===== src/rtl/mem_latency_injector_mo.sv =====
// Multi-outstanding memory latency injector: tags requests with a per-request latency
// (SRAM/DRAM base, LFSR-driven DRAM hit, optional bandwidth term) and returns them in order.
module mem_latency_injector_mo #(
    parameter int          SIZE_WIDTH          = 16,
    parameter int          ID_WIDTH            = 4,
    parameter int          DEPTH               = 8,
    parameter int          LAT_WIDTH           = 16,
    parameter int          LATENCY_SRAM_CYCLES = 2,
    parameter int          LATENCY_DRAM_CYCLES = 30,
    parameter int          BW_SRAM_LOG2        = 6,
    parameter int          BW_DRAM_LOG2        = 4,
    parameter logic [15:0] LFSR_SEED           = 16'hACE1
) (
    input  logic                      clk,
    input  logic                      reset_n,
    input  logic                      req_valid,
    output logic                      req_ready,
    input  logic                      req_is_dram,
    input  logic [SIZE_WIDTH-1:0]     req_size_bytes,
    input  logic [ID_WIDTH-1:0]       req_id,
    output logic                      resp_valid,
    input  logic                      resp_ready,
    output logic [ID_WIDTH-1:0]       resp_id,
    output logic [SIZE_WIDTH-1:0]     resp_size_bytes,
    output logic                      resp_was_hit,
    input  logic [15:0]               cfg_latency_sram,
    input  logic [15:0]               cfg_latency_dram,
    input  logic                      cfg_use_cfg_latencies,
    input  logic [9:0]                cfg_dram_hit_milli_pct,
    input  logic                      cfg_bw_enable,
    output logic [$clog2(DEPTH):0]    occupancy,
    output logic [31:0]               total_reqs,
    output logic [31:0]               total_resp,
    output logic [31:0]               dram_hits,
    output logic [31:0]               stall_cycles,
    output logic                      busy
);
    localparam int PTR_W = $clog2(DEPTH);
    localparam int OCC_W = PTR_W + 1;
    localparam int SUM_W = ((LAT_WIDTH > SIZE_WIDTH) ? LAT_WIDTH : SIZE_WIDTH) + 18;
    localparam logic [SUM_W-1:0] LAT_MAX = SUM_W'({LAT_WIDTH{1'b1}});

    function automatic logic [SUM_W-1:0] ceil_shift(input logic [SIZE_WIDTH-1:0] size, input int sh);
        logic [SUM_W-1:0] round_v;
        round_v = (SUM_W'(1) << sh) - SUM_W'(1);
        return (SUM_W'(size) + round_v) >> sh;
    endfunction

    function automatic logic [15:0] lfsr_step(input logic [15:0] v);
        return {1'b0, v[15:1]} ^ (v[0] ? 16'hB400 : 16'h0000);
    endfunction

    function automatic logic [15:0] at_least_one(input logic [15:0] v);
        return (v == 16'd0) ? 16'd1 : v;
    endfunction

    logic [ID_WIDTH-1:0]   id_q   [DEPTH];
    logic [SIZE_WIDTH-1:0] size_q [DEPTH];
    logic                  hit_q  [DEPTH];
    logic [LAT_WIDTH-1:0]  cnt_q  [DEPTH];

    logic [PTR_W-1:0]      wr_ptr_q, rd_ptr_q;
    logic [OCC_W-1:0]      count_q, count_d;
    logic                  req_ready_q, resp_valid_q, resp_valid_d, resp_hit_q, busy_q;
    logic [ID_WIDTH-1:0]   resp_id_q;
    logic [SIZE_WIDTH-1:0] resp_size_q;
    logic [15:0]           lfsr_q;
    logic [31:0]           total_reqs_q, total_resp_q, dram_hits_q, stall_q;

    logic                  accept_s, pop_s, hit_s, present_s;
    logic [PTR_W-1:0]      present_ptr_s;
    logic [15:0]           sram_lat_s, dram_lat_s;
    logic [25:0]           product_s;
    logic [SUM_W-1:0]      lat_sum_s;
    logic [LAT_WIDTH-1:0]  lat_s;

    assign accept_s = req_valid & req_ready_q;
    assign pop_s    = resp_valid_q & resp_ready;

    // Latency of the request offered this cycle, fixed at acceptance
    always_comb begin
        if (cfg_use_cfg_latencies) begin
            sram_lat_s = at_least_one(cfg_latency_sram);
            dram_lat_s = at_least_one(cfg_latency_dram);
        end else begin
            sram_lat_s = at_least_one(16'(LATENCY_SRAM_CYCLES));
            dram_lat_s = at_least_one(16'(LATENCY_DRAM_CYCLES));
        end
        // product[25:16] < milli is the same test as product < milli<<16
        product_s = {10'd0, lfsr_q} * 26'd1000;
        hit_s     = req_is_dram & (product_s < {cfg_dram_hit_milli_pct, 16'h0000});
        if (!req_is_dram || hit_s) begin
            lat_sum_s = SUM_W'(sram_lat_s);
            if (cfg_bw_enable) begin
                lat_sum_s = lat_sum_s + ceil_shift(req_size_bytes, BW_SRAM_LOG2);
            end else begin
                lat_sum_s = lat_sum_s;
            end
        end else begin
            lat_sum_s = SUM_W'(dram_lat_s);
            if (cfg_bw_enable) begin
                lat_sum_s = lat_sum_s + ceil_shift(req_size_bytes, BW_DRAM_LOG2);
            end else begin
                lat_sum_s = lat_sum_s;
            end
        end
        if (lat_sum_s > LAT_MAX) begin
            lat_s = {LAT_WIDTH{1'b1}};
        end else begin
            lat_s = lat_sum_s[LAT_WIDTH-1:0];
        end
    end

    // Response presentation: an entry is eligible at the edge its counter leaves 1
    always_comb begin
        present_s     = 1'b0;
        present_ptr_s = rd_ptr_q;
        if (pop_s) begin
            present_ptr_s = rd_ptr_q + PTR_W'(1);
            present_s     = (count_q >= OCC_W'(2)) && (cnt_q[present_ptr_s] <= LAT_WIDTH'(1));
        end else if (!resp_valid_q) begin
            present_s     = (count_q != OCC_W'(0)) && (cnt_q[rd_ptr_q] <= LAT_WIDTH'(1));
        end else begin
            present_s     = 1'b0;
        end
        resp_valid_d = (resp_valid_q & ~pop_s) | present_s;
        case ({accept_s, pop_s})
            2'b10:   count_d = count_q + OCC_W'(1);
            2'b01:   count_d = count_q - OCC_W'(1);
            default: count_d = count_q;
        endcase
    end

    // Entry storage, pointers, response registers and telemetry
    always_ff @(posedge clk or negedge reset_n) begin
        if (!reset_n) begin
            for (int i = 0; i < DEPTH; i++) begin
                id_q[i]   <= '0;
                size_q[i] <= '0;
                hit_q[i]  <= 1'b0;
                cnt_q[i]  <= '0;
            end
            wr_ptr_q     <= '0;
            rd_ptr_q     <= '0;
            count_q      <= '0;
            req_ready_q  <= 1'b1;
            resp_valid_q <= 1'b0;
            resp_id_q    <= '0;
            resp_size_q  <= '0;
            resp_hit_q   <= 1'b0;
            busy_q       <= 1'b0;
            lfsr_q       <= LFSR_SEED;
            total_reqs_q <= 32'd0;
            total_resp_q <= 32'd0;
            dram_hits_q  <= 32'd0;
            stall_q      <= 32'd0;
        end else begin
            for (int i = 0; i < DEPTH; i++) begin
                if (accept_s && (wr_ptr_q == PTR_W'(i))) begin
                    cnt_q[i] <= lat_s;
                end else if (cnt_q[i] != '0) begin
                    cnt_q[i] <= cnt_q[i] - LAT_WIDTH'(1);
                end
            end
            if (accept_s) begin
                id_q[wr_ptr_q]   <= req_id;
                size_q[wr_ptr_q] <= req_size_bytes;
                hit_q[wr_ptr_q]  <= hit_s;
                wr_ptr_q         <= wr_ptr_q + PTR_W'(1);
                total_reqs_q     <= total_reqs_q + 32'd1;
                if (hit_s) begin
                    dram_hits_q <= dram_hits_q + 32'd1;
                end
                if (req_is_dram) begin
                    lfsr_q <= lfsr_step(lfsr_q);
                end
            end
            if (pop_s) begin
                rd_ptr_q     <= rd_ptr_q + PTR_W'(1);
                total_resp_q <= total_resp_q + 32'd1;
            end
            if (resp_valid_q && !resp_ready) begin
                stall_q <= stall_q + 32'd1;
            end
            if (present_s) begin
                resp_id_q   <= id_q[present_ptr_s];
                resp_size_q <= size_q[present_ptr_s];
                resp_hit_q  <= hit_q[present_ptr_s];
            end
            count_q      <= count_d;
            req_ready_q  <= (count_d < OCC_W'(DEPTH));
            busy_q       <= (count_d != OCC_W'(0));
            resp_valid_q <= resp_valid_d;
        end
    end

    assign req_ready       = req_ready_q;
    assign resp_valid      = resp_valid_q;
    assign resp_id         = resp_id_q;
    assign resp_size_bytes = resp_size_q;
    assign resp_was_hit    = resp_hit_q;
    assign occupancy       = count_q;
    assign busy            = busy_q;
    assign total_reqs      = total_reqs_q;
    assign total_resp      = total_resp_q;
    assign dram_hits       = dram_hits_q;
    assign stall_cycles    = stall_q;
endmodule


===== config.mk =====
export PLATFORM = sky130hd
export DESIGN_NAME = mem_latency_injector_mo
export DESIGN_NICKNAME = d
export VERILOG_FILES = /design/src/rtl/mem_latency_injector_mo.sv
export SDC_FILE = /design/constraint.sdc
export NUM_CORES = 1
export LEC_CHECK = 0
export CORE_MARGIN = 2
export CORE_UTILIZATION = 55
export CTS_CLUSTER_DIAMETER = 30
export DETAILED_ROUTE_END_ITERATION = 10
export DONT_BUFFER_PORTS = 1
export GPL_ROUTABILITY_DRIVEN = 0
export PLACE_DENSITY = 0.76
export SYNTH_ARGS = -nofsm -noshare
export SYNTH_HDL_FRONTEND = slang
export SYNTH_SLANG_ARGS = --single-unit

===== constraint.sdc =====
create_clock -name clk -period 16.9 [get_ports clk]
set_input_delay 1.69 -clock clk [delete_from_list [all_inputs] [get_ports clk]]
set_output_delay 1.69 -clock clk [all_outputs]
set_load 0.02 [all_outputs]

* Word-level counts from Yosys, hierarchy flattened
Cells that the tools add are included.
Widths: inputs -> output; s select.
** Word-level totals
- Register bits after elaboration :: 474
- Bits of input ports :: 69
- Output and inout bits :: 156
- Word-level logic and storage cells :: 189
** Operators by class
- Add/subtract/negate cells :: 20
- $mul :: 1
- Magnitude comparators :: 11
- Eq/ne operators :: 9
- Multiplexer cells :: 53
- Bitwise gates (word level) :: 11
- Reduce and logical (&&, ||, !) cells :: 38
** Operator list (number)
- $mux 16 :: 29
- $bmux 16 s3 :: 3
- $add 32x1->32 const B :: 4
- $bwmux 128 :: 1
- $reduce_bool 16->1 :: 8
- $sub 16x1->16 const B :: 8
- $demux 16 s3 :: 1
- $gt 34x16->1 const B :: 1
- $mux 17 :: 2
- $mux 34 :: 1
- $bwmux 32 :: 1
- $le 16x1->1 const B :: 2
- $logic_not 16->1 :: 2
- $lt 26x26->1 :: 1
- $mul 16x7->23 const B :: 1
- $add 16x11->17 :: 1
- $add 16x13->17 :: 1
- $add 16x4->17 const B :: 1
- $add 16x6->17 const B :: 1
- $ge 4x4->1 const B :: 4
- $not 3->4 :: 4
- $reduce_bool 2->1 :: 8
- $xor 15x16->16 :: 1
- $bmux 4 s3 :: 1
- 28 further kinds :: 56

* Longest topological paths before layout
- Word-level depth :: 9
- Depth in mapped cells :: 26
- Depth with buffers taken out :: 25

* Worst setup path before layout
OpenSTA, ideal clock, no wires.
- Path type :: register to register
- Start point :: register lfsr_q[7]
- End point :: register cnt_q[0] (netlist bit)
- Library setup time :: 0.137 ns
- Arrival :: 7.138 ns
- Required time :: 16.763 ns
- Setup slack :: 9.626 ns
- Stages on the path, launching flop included :: 27
- Buffers on the path :: 1
- Period minus slack after synthesis :: 7.274 ns
- Cells stage by stage :: dfstp_2 -> inv_1 -> fa_1 -> fa_1 -> inv_1 -> fa_1 -> inv_1 -> fa_1 -> inv_1 -> ha_1 -> and3_1 -> a22o_1 -> a21o_1 -> a221o_1 -> a2111oi_0 -> nor3_1 -> xnor2_1 -> ha_1 -> and4_1 -> nor3b_1 -> nand2_1 -> a2111oi_0 -> or2_1 -> buf_2 -> mux4_2 -> nor2_1 -> o21ai_0
** Between the ends
- Word-level cells in the longest chain between the ends :: 8
** Ends and longest elaborated chain
- start: declaration :: RTL line 67 : logic [15:0] lfsr_q;
- start signal: assignment :: RTL line 175 : lfsr_q <= lfsr_step(lfsr_q);
- $mul 16x7->23 (*) :: RTL line 90 : product_s = {10'd0, lfsr_q} * 26'd1000;
- $lt 26x26->1 (*) :: RTL line 91 : hit_s = req_is_dram & (product_s < {cfg_dram_hit_milli_pct, 16'h0000});
- $and 1x1->1 (*) :: RTL line 91
- $logic_or 1x1->1 (*) :: RTL line 92 : if (!req_is_dram || hit_s) begin
- $mux 34 (*) :: RTL line 92
- $gt 34x16->1 :: RTL line 107 : if (lat_sum_s > LAT_MAX) begin
- $mux 16 (*) :: RTL line 107
- $mux 16 (*) :: RTL line 159 : if (accept_s && (wr_ptr_q == PTR_W'(i))) begin
- end signal: indexed assignment :: RTL line 160 : cnt_q[i] <= lat_s;
- end signal: indexed assignment :: RTL line 162 : cnt_q[i] <= cnt_q[i] - LAT_WIDTH'(1);
- end: declaration :: RTL line 60 : logic [LAT_WIDTH-1:0] cnt_q [DEPTH];
Every way passes the cells marked *; elsewhere a longest branch is shown, timed or not.
A chain may end at the register's enable or synchronous reset.

* Final worst setup path
- Start point :: register lfsr_q[6]
- End point :: register cnt_q[90] (netlist bit)
Same word-level chain as after synthesis.

==> results.cfg <==
[run_status]
outcome = complete, but fails checks
violations = slew limit

[clock_network]
htreeDepth = 3
path_clk_slew_ns = 0.05
cts_tree = yes
post_cts.repair.setup_buffers = 0
hold_buffers = 0
numCtsBuffers = 96
postCtsResizedCells = 0
clock_path_buffers = 3
clock-sinks = 474
clockRootBuffer = clkbuf_16
clk_latency_ns = 0.63

[synthesis]
syn_nets = 3001
yosysTopAreaCell = dfrtp_1
syn_inst = 2771
synth_flop_cell = dfrtp_1
synth_async_sr_flop_share_pct = 100
synth.distinct_cells = 77
synth_area_leaders = dfrtp_1, mux2_2, nand2_1, xnor2_1, ha_1
synth_warnings = 0
yosysTopAreaCellShare_pct = 42.5
ys_ff_latch = 474
syn_area_um2 = 27400
synth_edf_count = 0
ys_seq_area_share_pct = 43.3
syn_area_per_cell_um2 = 9.89

[die]
die-height_um = 227
initial_core_util_pct = 55.9
rows = 81
die_x_um = 227
dieArea_um2 = 51600
coreArea_um2 = 49100
ios = 225

[route]
drc = 0
dr_total_vias = 21126
totalWireLength_um = 70000
wl_per_cell_um = 19.8
viasPerCell = 5.98
dr.pass1.iters = 5
drt_iter0_markers = 1764
detail-route-antenna-nets = 0

[sta]
rsz0062_at_grt = false
slew_headroom_pct = -17.7
hold_viol_final = 0
setup_viol = 0
finalCriticalPeriod_ns = 8.86
fmax_mhz = 113
setup_slack_ns = 8.04
hold_ws_ns = 0.502
fin_crit_sh_pct = 52.4
clock_skew_ns = 0.0260
tightest_slew_ns = 1.77
fin_setup_tns_ns = 0
slew_violations = 295

[critical_path]
crit_top_cell = fa_1
reg2reg_setup_slack_ns = 8.04
crit_type = flip-flop to flip-flop
cpPeakStageDelay_ns = 0.95
startpoint_type = flip-flop
crit_slowest_cell = a21oi_1
cp.required_ns = 17.33
cp.arrival_ns = 9.29
r2r_start = lfsr_q[6]$_DFFE_PN1P_
endpoint_kind = flip-flop
critPathMaxFanout = 27
r2r_end = cnt_q[90]$_DFFE_PN0P_
r2r.worst_path.cells = 25
path_buf_inv = 3
crit_family = compound AO/OA/AOI/OAI gates

[hold_path]
hold_start = size_q[25]$_DFFE_PN0P_
hold_path_depth = 1
whs_endpoint = size_q[25]$_DFFE_PN0P_
hp-class = flip-flop to flip-flop

[layout]
multi_input_area_um2 = 14700
diodes = 0
fin_cells = 3530
fin_util_pct = 64.4
design_area_um2 = 31600
regArea_um2 = 11900
final_net_count = 3014
area_growth_pct = 15.2
drive_above_1_share_pct = 15.0
fillers = 3782

[job]
max_cap_viol_count = 0

[grt]
grt_max_degree = 475
grt_pass1_wl_um = 112000
grt-ovfl-total = 0
grt.total_usage_pct = 27.2
first_global_vias = 21501
antenna_found_initial = 0

[place]
place.port_buffers = 0
post_dp_cell_area_um2 = 28000
dpl.cell_count = 3350
hpwl_um = 45500
preCtsSetupSlack_ns = 8.18

[pwr]
power_density_nw_per_um2 = 252
total_power_mw = 7.94
p_leak_nw = 14.4
peakVddDrop_mv = 0.243
final cells by class:
class / instances / share of cell area (%)
Multi-Input combinational cell: 2059 / 46.4
Sequential cell: 474 / 37.6
Clock buffer: 123 / 8.68
Tap cell: 664 / 2.63
Clock inverter: 57 / 2.59
Inverter: 133 / 1.59
Timing Repair Buffer: 20 / 0.476
per-layer routing:
| layer | part of all wire, % | vias to the layer above | GRT usage [%] |
|---|---|---|---|
| li1 | - | 9683 | - |
| met1 | 40 | 10523 | 34.1 |
| met2 | 49 | 708 | 44.7 |
| met3 | 6.5 | 212 | 5.83 |
| met4 | 4.8 | 0 | 13.6 |
| met5 | 0 | - | 0 |
synth_stat cells (6+ instances only):
cell type	instances
a211oi_1	15
a21o_1	17
a21oi_1	57
a22oi_1	8
a31oi_1	7
and2_1	31
and3_1	35
and4_1	9
buf_1	6
clkbuf_1	92
dfrtp_1	465
dfstp_2	9
fa_1	56
ha_1	105
inv_1	131
mux2_2	178
mux2_4	19
mux2i_1	39
nand2_1	414
nand2b_1	12
nand3_1	210
nand3b_1	8
nand4_1	40
nand4b_1	7
nor2_1	127
nor2b_1	14
nor3_1	67
nor3b_1	6
nor4_1	40
o211ai_1	11
o21a_1	9
o21ai_0	134
o22ai_1	31
or3_1	12
or4_1	9
xnor2_1	169
xor2_1	97
cell families (layout without fill, tap and decap cells):
logic type | Yosys count | after routing | synth area share (%)
AOI/OAI and AO/OA | 337 | 337 | 7.57
xor gates and xnor gates | 266 | 266 | 8.50
adders and majority gates | 161 | 161 | 8.89
buffers and inverters | 238 | 333 | 3.40
DFF | 474 | 474 | 43.3
muxes | 238 | 238 | 9.91
and+or+nand+nor | 1057 | 1057 | 18.4
registers in the layout, summed over array words and instances (netlist names), 4 cells and up:
| signal | cells |
|---|---|
| cnt_q | 128 |
| dram_hits | 32 |
| hit_q | 8 |
| id_q | 32 |
| lfsr_q | 16 |
| occupancy | 4 |
| resp_id | 4 |
| resp_size_bytes | 16 |
| size_q | 128 |
| stall_cycles | 32 |
| total_reqs | 32 |
| total_resp | 32 |
power breakdown:
part           internal, mW  switching, mW  total, mW
clock network          1.42          0.626       2.04
registers              1.58          0.457       2.03
logic                  1.62           2.24       3.87
total                  4.61           3.33       7.94
how the worst max path moves through the flow:
stage | from | endpoint | slack (ns) | cells after the start
2_1_floorplan | lfsr_q[7]$_DFFE_PN1P_ | cnt_q[0]$_DFFE_PN0P_ | 9.63 | 26
3_3_place_gp | lfsr_q[7]$_DFFE_PN1P_ | cnt_q[18]$_DFFE_PN0P_ | 8.49 | 26
3_5_place_dp | lfsr_q[6]$_DFFE_PN1P_ | cnt_q[66]$_DFFE_PN0P_ | 8.18 | 25
4_1_cts | lfsr_q[6]$_DFFE_PN1P_ | cnt_q[90]$_DFFE_PN0P_ | 8.16 | 25
5_1_grt | lfsr_q[7]$_DFFE_PN1P_ | cnt_q[82]$_DFFE_PN0P_ | 7.45 | 26
6_report | lfsr_q[6]$_DFFE_PN1P_ | cnt_q[90]$_DFFE_PN0P_ | 8.04 | 25
placed cells by master, fill, tap and decap left out, types with 11 or more instances in the layout:
master | netlist | layout
mux2_2 | 178 | 178
clkinv_2 | 0 | 16
nand4_1 | 40 | 40
a21oi_1 | 57 | 57
and3_1 | 35 | 35
inv_1 | 131 | 130
nor4_1 | 40 | 39
nor2_1 | 127 | 125
a211oi_1 | 15 | 15
ha_1 | 105 | 105
o22ai_1 | 31 | 31
nand3_1 | 210 | 210
bufinv_16 | 0 | 18
and2_1 | 31 | 31
mux2_4 | 19 | 19
nand2_1 | 414 | 414
clkinvlp_4 | 0 | 12
nor3_1 | 67 | 64
mux2i_1 | 39 | 38
xnor2_1 | 169 | 167
fa_1 | 56 | 56
o21ai_0 | 134 | 134
o211ai_1 | 11 | 11
xor2_1 | 97 | 97
clkbuf_8 | 0 | 15
buf_4 | 0 | 20
a21o_1 | 17 | 17
or3_1 | 12 | 12
dfrtp_1 | 465 | 465
nor2b_1 | 14 | 14
nand2b_1 | 12 | 12
clkbuf_16 | 0 | 100
No activity file was read; power rests on OpenSTA's default activity.
==> edit 1: new RTL, same flow settings <==
Change the parameter `LAT_WIDTH` from 16 to 24.
--- a/src/rtl/mem_latency_injector_mo.sv
+++ b/src/rtl/mem_latency_injector_mo.sv
@@ -4,7 +4,7 @@
     parameter int          SIZE_WIDTH          = 16,
     parameter int          ID_WIDTH            = 4,
     parameter int          DEPTH               = 8,
-    parameter int          LAT_WIDTH           = 16,
+    parameter int          LAT_WIDTH           = 24,
     parameter int          LATENCY_SRAM_CYCLES = 2,
     parameter int          LATENCY_DRAM_CYCLES = 30,
     parameter int          BW_SRAM_LOG2        = 6,
Function: no difference found for any inputs over 4 cycles, from zero or initial values and one cycle with reset_n low; that may be too few to reach the edited logic, so the function may still have changed.
==> edit 1 against the original RTL <==
The run still ends with slew limit left. Setup slack gained 0.88 ns. Synthesized area grew 12%. First-iteration DRC count shrank 7.2%. Sequential cell count grew 64. Power grew 14%. Global-route usage grew 0.075 points. Combinational power grew 18%. Wire length grew 11%. Cell area grew 12%. Hold slack gained 0.0024 ns. Sequential share of layout area grew 0.60 points. Synthesized cell count grew 6.6%. Critical path type unchanged. Highest routed layer unchanged.
==> edit 1: results (changes against the original RTL) <==
metric	value	unit	change
outcome	finished, violations left		
violations	slew limit		
globalRouteOverflowTotal	0		unchanged
synth_area_leaders	dfrtp_1 (43%), mux2_2 (6.3%), xnor2_1 (5.4%)		
grt.met1_usage	0.336		-0.00440
synth_compound_area_frac	0.0694		-0.00632
max_slew_margin	-0.709		-0.532
dp_hpwl	52.1	mm	+15%
grt_pass1_wl	125	mm	+12%
grt_max_degree	539		+13%
drive_gt1_frac	0.147		-0.00254
leakage	16.4	nW	+14%
grt_usage	0.273		+0.000746
antenna_found_initial	0		unchanged
synth_cell_type_count	77		unchanged
hold_path_class	flop to flop		
port_buffers	0		unchanged
grt_pass1_vias	23600		+9.7%
yosysWarnings	0		unchanged
synthMuxAreaShare	0.125		+0.0263
preCtsSetupSlack	9.12	ns	+0.947 ns
path_clk_slew	0.05	ns	about the same
root_buffer	clkbuf_16		
h-tree-depth	3		unchanged
r2r_start	lfsr_q[5]		
drt-initial-drc-count	1637		-7.2%
largest_registers	cnt_q: 192 flops, size_q: 128 flops		
insertedDiodeCount	0		unchanged
ir_drop	401	uV	+65%
crit_type	flop to flop		
synth_xor_area_frac	0.0926		+0.00754
final.setup_skew	0.0641	ns	+0.0382 ns
postCtsResizedCells	0		unchanged
cts_made_buffers	108		+13%
vias_per_cell	6.02		+0.52%
min_period	7.98	ns	-0.881 ns
dr.pass1.iters	5		unchanged
grt_use_met3	0.0685		+0.0102
r2r_slack	8.92	ns	+0.88 ns
fin_nets	3202		+6.2%
drv_slew	432		+46%
clk_path_buf_depth	3		unchanged
timing.rr.end	cnt_q[40]		
gr-usage-met2	0.452		+0.00487
cts_setup_buffers	0		unchanged
yosys.area_share.adder	0.0794		-0.00943
seq_area_frac_synth	0.439		+0.00623
clk_latency	0.67	ns	+0.04 ns
synthArstFlopShare	1.00		unchanged
arrival	8.45	ns	-0.84 ns
nFillCells	4153		+9.8%
wl_per_cell	20.4	um	+3.1%
rr_worst_depth	23		-8.0%
yosys-top-cells-count	dfrtp_1 (529), nand2_1 (256), nor2_1 (219), xnor2_1 (189), mux2_2 (172)		
worstPathMaxFanout	29		+7.4%
==> edit 1: critical path: stages (launching register included) <==
cell and delay, ns:
dfstp_2 0.55, inv_1 0.14, fa_1 0.59, fa_1 0.44
fa_1 0.49, fa_1 0.51, inv_1 0.04, ha_1 0.31
a211oi_1 0.37, nand3b_1 0.13, o32ai_1 0.47, nand3_1 0.24
a311o_1 0.36, a21o_1 0.22, xor2_1 0.16, ha_1 0.30
a21o_1 0.16, a21oi_1 0.14, o21a_1 0.19, o32a_1 0.17
buf_4 0.35, a211oi_1 0.11, a21oi_1 1.05, o21ai_0 0.27
==> edit 1: kinds of logic after synthesis <==
logic type               Yosys count
XOR/XNOR                         324
multiplexers                     331
adder cells (fa/ha/maj)          161
AO/OA/AOI/OAI                    344
flip-flops                       538
buffers and inverters            270
AND/OR/NAND/NOR                  986
==> edit 1: final cells by class <==
cell class	count	area, um^2	share of cell area
clock inverters	71	983	0.0279
clock buffers	132	2950	0.0838
repair buffers	16	120	0.00341
multi-input cells	2146	16200	0.459
flip-flops and latches	538	13500	0.382
inverters	162	608	0.0172
well taps	748	936	0.0265
==> edit 1: report_power, final <==
group          leakage, nW  switching, mW  internal (mW)  total [mW]
Combinational         7.77           2.65           1.92        4.57
Clock                 1.88          0.737           1.51        2.25
Sequential            6.75          0.458           1.76        2.22
Total                 16.4           3.85           5.19        9.03
==> edit 1: how the worst min path moves through the flow <==
stage	start	to	slack, ns	depth (start not counted)
CTS	size_q[62]	size_q[62]	0.51	1
detailed placement	size_q[62]	size_q[62]	0.49	1
floorplan	size_q[117]	size_q[117]	0.45	2
finish	size_q[65]	size_q[65]	0.50	1
global placement	size_q[53]	size_q[53]	0.46	2
global route	size_q[112]	size_q[112]	0.52	1
==> edit 1: routing by layer <==
metal / share of wire / wire, um
met1: 0.40 / 30800
met2: 0.49 / 37900
met3: 0.073 / 5670
met4: 0.045 / 3520
met5: 0 / 0
==> edit 1: stage by stage <==
step | hold WS, ns | instance area (um^2) | std cells
5_1_grt | 0.521 | 35300 | 3813
4_1_cts | 0.505 | 35300 | 3813
6_report | 0.504 | 35300 | 3813
3_3_place_gp | 0.463 | 31300 | 3610
2_1_floorplan | 0.450 | 30700 | 2954
3_5_place_dp | 0.494 | 31300 | 3610
==> edit 2: new RTL, same settings <==
Without the edit above. Register the input `cfg_latency_sram` before use, without a reset. The logic sees it one clock later. The other inputs are not delayed to match.
--- a/src/rtl/mem_latency_injector_mo.sv
+++ b/src/rtl/mem_latency_injector_mo.sv
@@ -40,6 +40,12 @@
     localparam int SUM_W = ((LAT_WIDTH > SIZE_WIDTH) ? LAT_WIDTH : SIZE_WIDTH) + 18;
     localparam logic [SUM_W-1:0] LAT_MAX = SUM_W'({LAT_WIDTH{1'b1}});
 
+    logic [15:0] cfg_latency_sram_q;
+
+    always_ff @(posedge clk) begin
+        cfg_latency_sram_q <= cfg_latency_sram;
+    end
+
     function automatic logic [SUM_W-1:0] ceil_shift(input logic [SIZE_WIDTH-1:0] size, input int sh);
         logic [SUM_W-1:0] round_v;
         round_v = (SUM_W'(1) << sh) - SUM_W'(1);
@@ -80,7 +86,7 @@
     // Latency of the request offered this cycle, fixed at acceptance
     always_comb begin
         if (cfg_use_cfg_latencies) begin
-            sram_lat_s = at_least_one(cfg_latency_sram);
+            sram_lat_s = at_least_one(cfg_latency_sram_q);
             dram_lat_s = at_least_one(cfg_latency_dram);
         end else begin
             sram_lat_s = at_least_one(16'(LATENCY_SRAM_CYCLES));
Behaviour: not the same (a bounded check fails within 4 cycles, from zero or initial values and one cycle with reset_n low).
==> edit 2 against the original RTL <==
Synthesized cell count grew 2.3%. Setup slack gained 1.1 ns. Cell count rose by 2.0%. Sequential cell count increased by 16. Synthesized area is essentially flat. Wire length grew 4.2%. Cell area increased by 0.31%. Die area about the same. Count of clock-buffer cells in the layout is 6 higher. Power rose by 6.2%. Utilization increased by 0.20 points. Via count is 3.1% higher. Critical endpoint is now cnt_q[103]. Largest cell class unchanged. Largest power group unchanged.
==> edit 2: results (changes against the original RTL) <==
metric	value	unit	change
worstPathMaxFanout	16		-41%
clk_latency	0.66	ns	+0.03 ns
preCtsSetupSlack	9.39	ns	+1.22 ns
finalCritPeriodShare	0.459		-0.0653
max_slew_margin	0.0567		+0.233
synth_area_leaders	dfrtp_1 (42%), nand2_1 (7.2%), xnor2_1 (5.6%)		
seq_area_frac_synth	0.445		+0.0117
synthMuxAreaShare	0.0752		-0.0239
ir_drop	350	uV	+44%
max_stage_delay	0.92	ns	-0.03 ns
grt.met1_usage	0.362		+0.0208
dp_hpwl	48.2	mm	+5.9%
grt_pass1_wl	116	mm	+3.7%
r2r_slack	9.14	ns	+1.10 ns
yosys.area_share.adder	0.0889		about the same
synthArstFlopShare	0.967		-0.0327
port_buffers	0		unchanged
final.setup_skew	0.0275	ns	+0.00156 ns
dr.pass1.iters	7		+2
synth_xor_area_frac	0.0873		+0.00225
slowest_stage	o22ai_1		
synth_cell_type_count	74		-3.9%
grt_usage	0.285		+0.0131
synth_compound_area_frac	0.0770		+0.00133
nFillCells	3741		-1.1%
dr_wl_met3	7.31	mm	+60%
vias_per_cell	6.05		+1.2%
final_cell_count_no_fill	3599		+2.0%
wl	72.9	mm	+4.2%
pwr-share-clk	0.246		-0.011
r2r_start	lfsr_q[5]		
highest_layer	met5		
drt-initial-drc-count	2066		+17%
post-place-cells	3408		+1.7%
crit_path_end	cnt_q[103]		
cts_setup_buffers	0		unchanged
p_int	4.75	mW	+3.0%
wl_met2	34.2	mm	+0.52%
powerDensity	266	nW/um^2	+5.9%
cts_made_buffers	101		+5.2%
grt_use_met3	0.0900		+0.0316
syn_nets	3064		+2.1%
yosys-top-cells-count	nand2_1 (523), dfrtp_1 (465), nand3_1 (192), xnor2_1 (176), nor2_1 (151)		
outcome	completed		
leakage	14.7	nW	+2.1%
gr-usage-met2	0.453		+0.00541
grt_pass1_vias	21800		+1.5%
synthFlopType	dfrtp_1		
arrival	8.23	ns	-1.06 ns
wl_met1	28.9	mm	+3.0%
avgSynthCellArea	9.67	um^2	-2.2%
rr_worst_depth	22		-12%
syn2layout_area_growth	15.6	%	
==> edit 2: cell types whose count changed in the layout (fill, tap and decap cells not counted), sizes merged, moves of 8 or more <==
cell / unedited run / this run
mux2i: 40 / 24
mux2: 197 / 151
o22ai: 31 / 58
dfxtp: 0 / 16
nand3: 210 / 193
nor2: 127 / 151
nand2: 414 / 523
clkinv: 24 / 32
nand4: 41 / 33
==> edit 2: area by class of cell <==
class,instances,share of cell area
Tap cell,664,0.0262
Timing Repair Buffer,17,0.00403
Multi-Input combinational cell,2106,0.453
Inverter,131,0.0155
Antenna cell,1,0.0000790
Clock inverter,61,0.0257
Sequential cell,490,0.385
Clock buffer,129,0.0902
==> edit 2: worst min path at each step <==
stage	startpoint	to	slack, ns	cells after the start
CTS	size_q[1]	size_q[1]	0.47	2
detailed placement	size_q[1]	size_q[1]	0.46	2
floorplan	hit_q[3]	hit_q[3]	0.44	2
global placement	size_q[11]	size_q[11]	0.46	2
finish	size_q[65]	size_q[65]	0.47	2
global route	size_q[79]	size_q[79]	0.49	2
